File: src/rtl/panel_key_encoder_pkg.sv
// Shared encodings for the front-panel key encoder: event types and the
// physical button indices on the panel connector.
package panel_key_encoder_pkg;

  typedef enum logic [1:0] {
    EV_PRESS   = 2'd0,
    EV_LONG    = 2'd1,
    EV_RELEASE = 2'd2
  } ev_type_e;

  typedef enum int {
    BTN_RESET = 0,
    BTN_RUN   = 1,
    BTN_WATER = 2,
    BTN_OPEN  = 3,
    BTN_CLICK = 4
  } btn_idx_e;

endpackage

File: src/rtl/panel_key_encoder_debounce.sv
// One button: 2-flop synchronizer, stable-level debounce and long-hold timer.
// Event outputs are single-cycle pulses aligned with the level update.
module key_debounce
  import panel_key_encoder_pkg::*;
#(
  parameter int DEBOUNCE_CYC = 20000,
  parameter int LONG_CYC     = 2000000
) (
  input  logic i_clk,
  input  logic i_rst,
  input  logic i_raw,
  output logic o_level,
  output logic o_press_p,
  output logic o_long_p,
  output logic o_release_p
);
  localparam int DW = $clog2(DEBOUNCE_CYC);
  localparam int LW = $clog2(LONG_CYC + 1);

  logic          r_sync0;
  logic          r_sync1;
  logic          r_level;
  logic [DW-1:0] r_db_cnt;
  logic [LW-1:0] r_long_cnt;
  logic          w_accept;
  logic          w_long_hit;

  assign w_accept   = (r_sync1 != r_level) && (r_db_cnt == DW'(DEBOUNCE_CYC - 1));
  assign w_long_hit = r_level && (r_long_cnt == LW'(LONG_CYC - 1));

  always_ff @(posedge i_clk or posedge i_rst) begin
    if (i_rst) begin
      r_sync0    <= 1'b0;
      r_sync1    <= 1'b0;
      r_level    <= 1'b0;
      r_db_cnt   <= '0;
      r_long_cnt <= '0;
    end else begin
      r_sync0 <= i_raw;
      r_sync1 <= r_sync0;
      if (r_sync1 == r_level) begin
        r_db_cnt <= '0;
      end else if (w_accept) begin
        r_level  <= r_sync1;
        r_db_cnt <= '0;
      end else begin
        r_db_cnt <= r_db_cnt + DW'(1);
      end
      // Parks one past the fire point so a single hold yields a single LONG.
      if (!r_level) begin
        r_long_cnt <= '0;
      end else if (r_long_cnt != LW'(LONG_CYC)) begin
        r_long_cnt <= r_long_cnt + LW'(1);
      end
    end
  end

  assign o_level     = r_level;
  assign o_press_p   = w_accept && r_sync1;
  assign o_release_p = w_accept && !r_sync1;
  assign o_long_p    = w_long_hit;

endmodule

File: src/rtl/panel_key_encoder.sv
// Front-panel key encoder: per-button debounce, pending-event arbiter and an
// event FIFO presented to the state controller as a valid/ready stream.
module panel_key_encoder
  import panel_key_encoder_pkg::*;
#(
  parameter int NUM_BTN      = 5,
  parameter int DEBOUNCE_CYC = 20000,
  parameter int LONG_CYC     = 2000000,
  parameter int FIFO_DEPTH   = 4
) (
  input  logic                       clk,
  input  logic                       rst,
  input  logic [NUM_BTN-1:0]         btn_raw,
  output logic                       ev_valid,
  input  logic                       ev_ready,
  output logic [1:0]                 ev_type,
  output logic [$clog2(NUM_BTN)-1:0] ev_id,
  output logic [NUM_BTN-1:0]         btn_level,
  output logic                       overflow,
  input  logic                       ovf_clr
);
  localparam int IDW = $clog2(NUM_BTN);
  localparam int PW  = $clog2(FIFO_DEPTH);

  typedef struct packed {
    ev_type_e       ev_type;
    logic [IDW-1:0] id;
  } ev_t;

  logic [NUM_BTN-1:0] w_press_p, w_long_p, w_rel_p;
  logic [NUM_BTN-1:0] r_pend_press, r_pend_long, r_pend_rel;
  logic [NUM_BTN-1:0] w_clr_press, w_clr_long, w_clr_rel;
  logic               w_sel_valid;
  ev_t                w_sel_ev;
  ev_t                r_mem [FIFO_DEPTH];
  logic [PW-1:0]      r_wr_ptr, r_rd_ptr;
  logic [PW:0]        r_count;
  logic               r_overflow;
  logic               w_full, w_pop, w_push, w_drop;

  for (genvar g = 0; g < NUM_BTN; g++) begin : g_btn
    key_debounce #(
      .DEBOUNCE_CYC(DEBOUNCE_CYC),
      .LONG_CYC    (LONG_CYC)
    ) u_db (
      .i_clk      (clk),
      .i_rst      (rst),
      .i_raw      (btn_raw[g]),
      .o_level    (btn_level[g]),
      .o_press_p  (w_press_p[g]),
      .o_long_p   (w_long_p[g]),
      .o_release_p(w_rel_p[g])
    );
  end

  // Descending scan so the lowest pending button is the last (winning) write.
  // RELEASE is reached only when PRESS and LONG of that button are clear.
  always_comb begin
    w_sel_valid = 1'b0;
    w_sel_ev    = '0;
    w_clr_press = '0;
    w_clr_long  = '0;
    w_clr_rel   = '0;
    for (int i = NUM_BTN - 1; i >= 0; i--) begin
      if (r_pend_press[i] || r_pend_long[i] || r_pend_rel[i]) begin
        w_sel_valid = 1'b1;
        w_sel_ev.id = IDW'(i);
        w_clr_press = '0;
        w_clr_long  = '0;
        w_clr_rel   = '0;
        if (r_pend_press[i]) begin
          w_sel_ev.ev_type = EV_PRESS;
          w_clr_press[i]   = 1'b1;
        end else if (r_pend_long[i]) begin
          w_sel_ev.ev_type = EV_LONG;
          w_clr_long[i]    = 1'b1;
        end else begin
          w_sel_ev.ev_type = EV_RELEASE;
          w_clr_rel[i]     = 1'b1;
        end
      end
    end
  end

  // Stream: an event transfers on any cycle with ev_valid && ev_ready. ev_valid
  // and the head payload come only from registers, never from ev_ready, and
  // ev_ready while the queue is empty has no effect.
  assign w_full   = (r_count == (PW + 1)'(FIFO_DEPTH));
  assign ev_valid = (r_count != '0);
  assign w_pop    = ev_valid && ev_ready;
  assign w_push   = w_sel_valid && (!w_full || w_pop);
  assign w_drop   = w_sel_valid && w_full && !w_pop;
  assign ev_type  = r_mem[r_rd_ptr].ev_type;
  assign ev_id    = r_mem[r_rd_ptr].id;
  assign overflow = r_overflow;

  always_ff @(posedge clk or posedge rst) begin
    if (rst) begin
      r_pend_press <= '0;
      r_pend_long  <= '0;
      r_pend_rel   <= '0;
      r_wr_ptr     <= '0;
      r_rd_ptr     <= '0;
      r_count      <= '0;
      r_overflow   <= 1'b0;
      for (int i = 0; i < FIFO_DEPTH; i++) r_mem[i] <= '0;
    end else begin
      // A selected event leaves its pending bit whether queued or dropped;
      // a new edge on a still-pending bit simply merges into it.
      r_pend_press <= (r_pend_press & ~w_clr_press) | w_press_p;
      r_pend_long  <= (r_pend_long  & ~w_clr_long)  | w_long_p;
      r_pend_rel   <= (r_pend_rel   & ~w_clr_rel)   | w_rel_p;
      if (w_push) begin
        r_mem[r_wr_ptr] <= w_sel_ev;
        r_wr_ptr        <= r_wr_ptr + PW'(1);
      end
      if (w_pop) r_rd_ptr <= r_rd_ptr + PW'(1);
      case ({w_push, w_pop})
        2'b10:   r_count <= r_count + (PW + 1)'(1);
        2'b01:   r_count <= r_count - (PW + 1)'(1);
        default: r_count <= r_count;
      endcase
      if (w_drop)       r_overflow <= 1'b1;
      else if (ovf_clr) r_overflow <= 1'b0;
    end
  end

endmodule

File: config.mk
export PLATFORM = sky130hd
export DESIGN_NAME = panel_key_encoder
export DESIGN_NICKNAME = d
export VERILOG_FILES = /design/src/rtl/panel_key_encoder_pkg.sv /design/src/rtl/panel_key_encoder_debounce.sv /design/src/rtl/panel_key_encoder.sv
export SDC_FILE = /design/constraint.sdc
export NUM_CORES = 1
export LEC_CHECK = 0
export ABC_CLOCK_PERIOD_IN_PS = 8020
export BUFFER_PORTS_ARGS = -buffer_cell sky130_fd_sc_hd__clkbuf_2
export CAP_MARGIN = 20
export CORE_MARGIN = 8
export CORE_UTILIZATION = 30
export CTS_CLUSTER_DIAMETER = 200
export DETAILED_ROUTE_END_ITERATION = 10
export GPL_TIMING_DRIVEN = 0
export SLEW_MARGIN = 5
export SYNTH_ARGS = -nofsm -noshare
export SYNTH_HDL_FRONTEND = slang
export SYNTH_SLANG_ARGS = --single-unit
File: constraint.sdc
create_clock -name clk -period 8.02 [get_ports clk]
set_input_delay 0.401 -clock clk [delete_from_list [all_inputs] [get_ports clk]]
set_output_delay 0.401 -clock clk [all_outputs]
set_load 0.05 [all_outputs]
==> flow_summary.json, run 1 <==
{
  "reg2reg_depth": 11,
  "synthXorXnorAreaFrac_pct": 8.55,
  "cap_viol_max_count": 0,
  "fillerInstances": 3966,
  "synth_compound_area_share_pct": 8.16,
  "post-cts-setup-buffers": 0,
  "synth_edf_count": 0,
  "synth_warnings": 0,
  "syn_area_um2": 11900,
  "async_reset_ff_share_pct": 100,
  "final_cell_mix": "dfrtp_1 (238), nor2_1 (137), nand2_1 (79), nand3_1 (69), xor2_1 (63)",
  "start_util_pct": 30.2,
  "ant_nets": 0,
  "status": "finished with violations",
  "finClkSkew_ns": 0.00846,
  "synth_nets": 1227,
  "grt.total_usage_pct": 10.2,
  "min_path_type": "primary input to async pin",
  "dp_slack_ns": 5.13,
  "synth.avg_cell_area_um2": 9.92,
  "cts_buffers": 26,
  "syn_inst": 1197,
  "cts_resized": 0,
  "drc_errors": 0,
  "p_per_area_nw_per_um2": 188,
  "row_count": 73,
  "synth-main-ff-cell": "dfrtp_1",
  "num_vias": 8835,
  "drt_iter0_markers": 553,
  "setup-violations-final": 0,
  "crit_chain": "nor4_2 -> and4_1 -> buf_2 -> a21oi_1 -> inv_1 -> ha_1 -> inv_1 -> fa_1 -> xor2_1 -> nor2_1 -> xor2_1",
  "fp.dieH_um": 215,
  "synth-simple-area-share_pct": 24.7,
  "crit_path_max_fanout": 9,
  "irDropWorstVdd_mv": 0.137,
  "cts_tree": "built",
  "coreArea_um2": 39400,
  "io_buffers": 20,
  "cp-start-kind": "flip-flop",
  "slowest_stage": "nor4_2",
  "finalMaxSlewViolations": 0,
  "cts-htree-levels": 1,
  "grt_pass1_wl_um": 41100,
  "cts.path.max_buffers": 3,
  "clock-sinks": 238,
  "dieWidth_um": 215,
  "synth_cell_types": 55,
  "num_io_pins": 21,
  "fmax_ghz": 0.341,
  "clkLatencyLatePin_ns": 0.54,
  "cts_hold_buffers": 5,
  "rsz0062_at_grt": "false",
  "place_congestion": 0.773,
  "antenna_found_initial": 1,
  "period_share_pct": 36.6,
  "final_nets": 1281,
  "dr.pass1.iters": 5,
  "via_per_inst": 4.93,
  "grt_pass1_vias": 8413,
  "max_slew_margin_pct": 36.8,
  "fin_crit_ns": 2.94,
  "dieArea_um2": 46200,
  "yosys.area_share.adder_pct": 2.28,
  "final_common_cell": "dfrtp_1",
  "synth_area_leaders": "dfrtp_1 (50%), xor2_1 (4.6%), nor2_1 (4.3%)",
  "worst_slack_ns": 5.08,
  "root_buffer": "clkbuf_16",
  "violations": "hold timing",
  "synth_mux_area_share_pct": 3.27,
  "num_antenna_cells": 0,
  "synth-seq-area-share_pct": 50.1,
  "grt-ovfl-total": 0,
  "synth_top_family_by_area": "simple AND/OR/NAND/NOR gates",
  "critPathRequiredTime_ns": 8.48,
  "clk_pin_slew_ns": 0.06,
  "ys_ff_latch": 238,
  "grt_start_max_net_pins": 121,
  "cp.arrival_ns": 3.39,
  "synthToLayoutAreaGrowth_pct": 14.1,
  "path_class": "flip-flop to flip-flop",
  "wl_um": 23800,
  "synth_top_area_share_pct": 50.1,
  "synth_top_area_cell": "dfrtp_1",
  "hold_violations": 4,
  "post-route-util_pct": 34.4,
  "cp-end-kind": "flip-flop",
  "wl_per_cell_um": 13.3,
  "dp_hpwl_um": 16200,
  "leakagePower_nw": 5.32,
  "tightest_slew_ns": 0.941,
  "whs_ns": -0.0130,
  "cpPeakStageDelay_ns": 0.65,
  "drive_gt1_share_pct": 7.58
}
-- per-layer routing --
metal	vias to the layer above	share of wire, %	wire length (µm)	global-route usage (%)
li1	4388	-	-	-
met1	4313	49	11800	14.2
met2	102	45	10700	15.8
met3	30	3.7	883	2.13
met4	2	1.6	385	2.45
met5	-	0.050	12	0
-- cells in the mapped netlist, types with 3 or more instances --
master,count
dfrtp_1,238
nor2_1,137
nand2_1,79
nand3_1,69
xor2_1,63
a21oi_1,59
xnor2_1,53
inv_1,49
nand4_1,47
o21ai_0,38
nor3_1,33
or3_1,31
clkbuf_1,26
o31ai_1,25
nor4_1,23
and4_1,20
ha_1,20
or4_1,18
and3_1,17
nand2b_1,17
nor4b_1,15
mux2i_1,14
mux2_2,12
and2_1,8
nor2b_1,8
nand4b_1,7
nor3b_1,6
buf_4,5
mux4_2,5
o21a_1,5
a211oi_1,4
a22o_1,4
a2bb2oi_1,4
o32a_1,4
o41ai_1,4
buf_2,3
nor4bb_1,3
or3_2,3
-- per-stage QoR --
stage	hold slack, ns	TNS [ns]	power (mW)	area (µm²)	std cells
final	-0.0130	0	2.54	13600	1792
after global routing	0.0800	0	2.66	13600	1792
after CTS	0.0700	0	2.58	13600	1792
after detailed placement	0.335	0	1.40	12700	1743
after global placement	0.337	-425.11	1.40	12600	1742
after floorplan	0.331	0	1.36	11900	1197
-- critical path, delay by kind of cell (launching register included) --
kind	cells	cell delay, ns
and+or+nand+nor	3	1.05
xor gates and xnor gates	2	0.30
buffers and inverters	3	0.35
AOI/OAI and AO/OA	1	0.15
DFF	1	0.44
adders and majority gates	2	0.56
-- logic make-up (layout without fill, tap and decap cells) --
logic type,Yosys count,after routing
DFF,238,238
and+or+nand+nor,549,549
buffers and inverters,85,155
adders and majority gates,21,21
AOI/OAI and AO/OA,157,157
muxes,31,31
xor gates and xnor gates,116,116
-- path summary, 6_finish.rpt --
check,slack [ns],to,start
hold / removal,-0.01,g_btn[0].u_db.r_sync0,rst
max in group asynchronous,6.96,g_btn[2].u_db.r_db_cnt[5],rst
hold reg to reg,0.35,g_btn[1].u_db.r_sync1,g_btn[1].u_db.r_sync0
min in group clk,0.09,overflow,ovf_clr
setup / recovery,5.08,r_count[2],r_pend_rel[0]
setup reg to reg,5.08,r_count[2],r_pend_rel[0]
-- sequential cells by signal, summed over array words and instances (netlist names) --
name and flops:
r_pend_long 5, r_pend_press 5, r_rd_ptr 2, r_mem 20, r_count 3, g_btn.u_db.r_long_cnt 105
g_btn.u_db.r_db_cnt 75, overflow 1, r_wr_ptr 2, g_btn.u_db.r_sync0 5, r_pend_rel 5, g_btn.u_db.o_level 5
g_btn.u_db.r_sync1 5
-- where the power goes --
group / internal [mW] / leakage, nW / switching (mW)
registers: 1.22 / 3.26 / 0.0179
clock network: 0.696 / 0.418 / 0.472
logic: 0.0486 / 1.65 / 0.0871
-- area by class of cell --
type	instances	area [µm²]	share of cell area [%]
buffer	36	158	1.16
timing repair buffer	26	178	1.31
clock inverter	7	60.1	0.443
sequential	238	5960	43.9
multi-input combinational	874	5580	41.2
tap	525	657	4.85
clock buffer	37	773	5.71
inverter	49	191	1.41
(Power assumes the default switching activity.)
==> run 2, diff against run 1 <==
- ABC_CLOCK_PERIOD_IN_PS: 8020 -> 2350
- clock period: 8.02 -> 2.35 ns (I/O delays scaled with it)
==> flow_summary.json, run 2 (synthesized netlist as in run 1, its figures left out) <==
{
  "clk_pin_slew_ns": 0.06,
  "leakagePower_nw": 5.52,
  "cpLargestDelayFamily": "simple AND/OR/NAND/NOR gates",
  "reg2reg_slack_ns": 0.07,
  "grt_pass1_vias": 8783,
  "period_share_pct": 97.1,
  "cp.arrival_ns": 2.74,
  "timing.rr.start": "r_pend_rel[0]",
  "cts_buffers": 28,
  "tightest_slew_ns": 0.706,
  "finalSetupTns_ns": 0,
  "clkLatencyLatePin_ns": 0.54,
  "setup-violations-final": 0,
  "post-route-util_pct": 35.6,
  "placed_cell_area_um2": 12800,
  "largest_register_ffs": 105,
  "finalMaxSlewViolations": 0,
  "min_path_type": "primary input to flip-flop",
  "reg2reg_depth": 11,
  "cts-htree-levels": 1,
  "dieWidth_um": 215,
  "fmax_ghz": 0.438,
  "wl_um": 24100,
  "fin_crit_ns": 2.28,
  "min_path_cells": 3,
  "cp-end-kind": "flip-flop",
  "multiInputGateArea_um2": 5660,
  "num_io_pins": 21,
  "p_per_area_nw_per_um2": 666,
  "grt_start_max_net_pins": 40,
  "cts.path.max_buffers": 3,
  "place_congestion": 0.763,
  "whs_ns": 0.0644,
  "clock-sinks": 238,
  "regMostFlops": "g_btn.u_db.r_long_cnt",
  "cts_tree": "built",
  "via_per_inst": 4.90,
  "final_nets": 1299,
  "crit_chain": "nor4_4 -> and4_1 -> buf_6 -> a21oi_4 -> inv_2 -> ha_4 -> inv_2 -> fa_2 -> xor2_1 -> nor2_1 -> xor2_1",
  "io_buffers": 20,
  "row_count": 73,
  "dp_hpwl_um": 16700,
  "num_antenna_cells": 0,
  "grt.total_usage_pct": 10.4,
  "wl_per_cell_um": 13.3,
  "hp-start": "ev_ready",
  "p_total_mw": 9.33,
  "path_class": "flip-flop to flip-flop",
  "largestRegisters": "g_btn.u_db.r_long_cnt (105), g_btn.u_db.r_db_cnt (75), r_mem (20)",
  "cp-start-kind": "flip-flop",
  "max_slew_margin_pct": 52.3,
  "min_to": "overflow",
  "fp.dieH_um": 215,
  "hold_violations": 0,
  "rsz0062_at_grt": "true",
  "synthToLayoutAreaGrowth_pct": 18.0,
  "start_util_pct": 30.2,
  "finish.instance_area_um2": 14000,
  "dieArea_um2": 46200,
  "coreArea_um2": 39400,
  "final_common_cell": "dfrtp_1",
  "grt_pass1_wl_um": 42400,
  "rr_endpoint": "r_count[2]",
  "path_buf_inv": 3,
  "drt_iter0_markers": 414,
  "num_vias": 8906,
  "dr.pass1.iters": 5,
  "finClkSkew_ns": 0.00932,
  "status": "finished, final reports clean",
  "cpPeakStageDelay_ns": 0.42,
  "final_cell_mix": "dfrtp_1 (237), nor2_1 (136), nand2_1 (79), nand3_1 (69), xor2_1 (63)",
  "grt-ovfl-total": 0,
  "cap_viol_max_count": 0,
  "seqCellArea_um2": 5960,
  "irDropWorstVdd_mv": 0.533,
  "drive_gt1_share_pct": 10.3,
  "root_buffer": "clkbuf_16",
  "crit_path_max_fanout": 4,
  "slowest_stage": "dfrtp_2",
  "critPathRequiredTime_ns": 2.81,
  "drc_errors": 0,
  "ant_nets": 0,
  "antenna_found_initial": 0,
  "fillerInstances": 3907
}
run 2: worst max-delay path by stage:
stage	from	end	cells past startpoint
after CTS	r_pend_press[0]	r_count[2]	11
after global placement	rst	g_btn[3].u_db.r_long_cnt[13]	2
after detailed placement	r_pend_press[1]	r_count[2]	11
after global routing	r_pend_rel[0]	r_count[2]	11
after floorplan	rst	g_btn[0].u_db.o_level	1
final	r_pend_rel[0]	r_count[2]	11
run 2: worst reg2reg max path, delay by kind of cell, from the launching register on:
family,cells,cell delay [ns]
DFF,1,0.42
buffers and inverters,3,0.27
and+or+nand+nor,3,0.71
xor gates and xnor gates,2,0.29
adders and majority gates,2,0.45
AOI/OAI and AO/OA,1,0.06
run 2: metrics by stage:
stage | worst slack, ns | instances
after global placement | -2.43 | 1742
after floorplan | -0.887 | 1197
final | 0.0685 | 1816
after global routing | -0.0829 | 1816
after CTS | -0.0560 | 1812
after detailed placement | -0.447 | 1749
run 2: timing repair:
item / 4_1_cts / 5_1_grt
resized for setup: 9 / 11
setup buffers: 5 / 4
endpoints found under the setup margin: 6 / 13
pin swaps: 4 / 4
hold buffers: 7 / 0
endpoints found under the hold margin: 42 / 0
run 2: area by class of cell:
class	instances	area share (%)
sequential	238	42.5
clock buffer	43	6.27
clock inverter	9	0.920
buffer	35	1.15
inverter	49	1.34
timing repair buffer	43	2.70
tap	525	4.69
multi-input combinational	874	40.4
run 2: per-layer routing:
metal	routed length, µm	track usage, %	vias up
met5	0	0	-
met2	11200	17.2	90
met1	11700	14.2	4349
met4	399	2.24	0
met3	764	1.77	34
li1	-	-	4433
run 2: power breakdown:
group,switching (mW),internal (mW)
clock network,1.71,2.89
registers,0.0936,4.18
logic,0.274,0.192
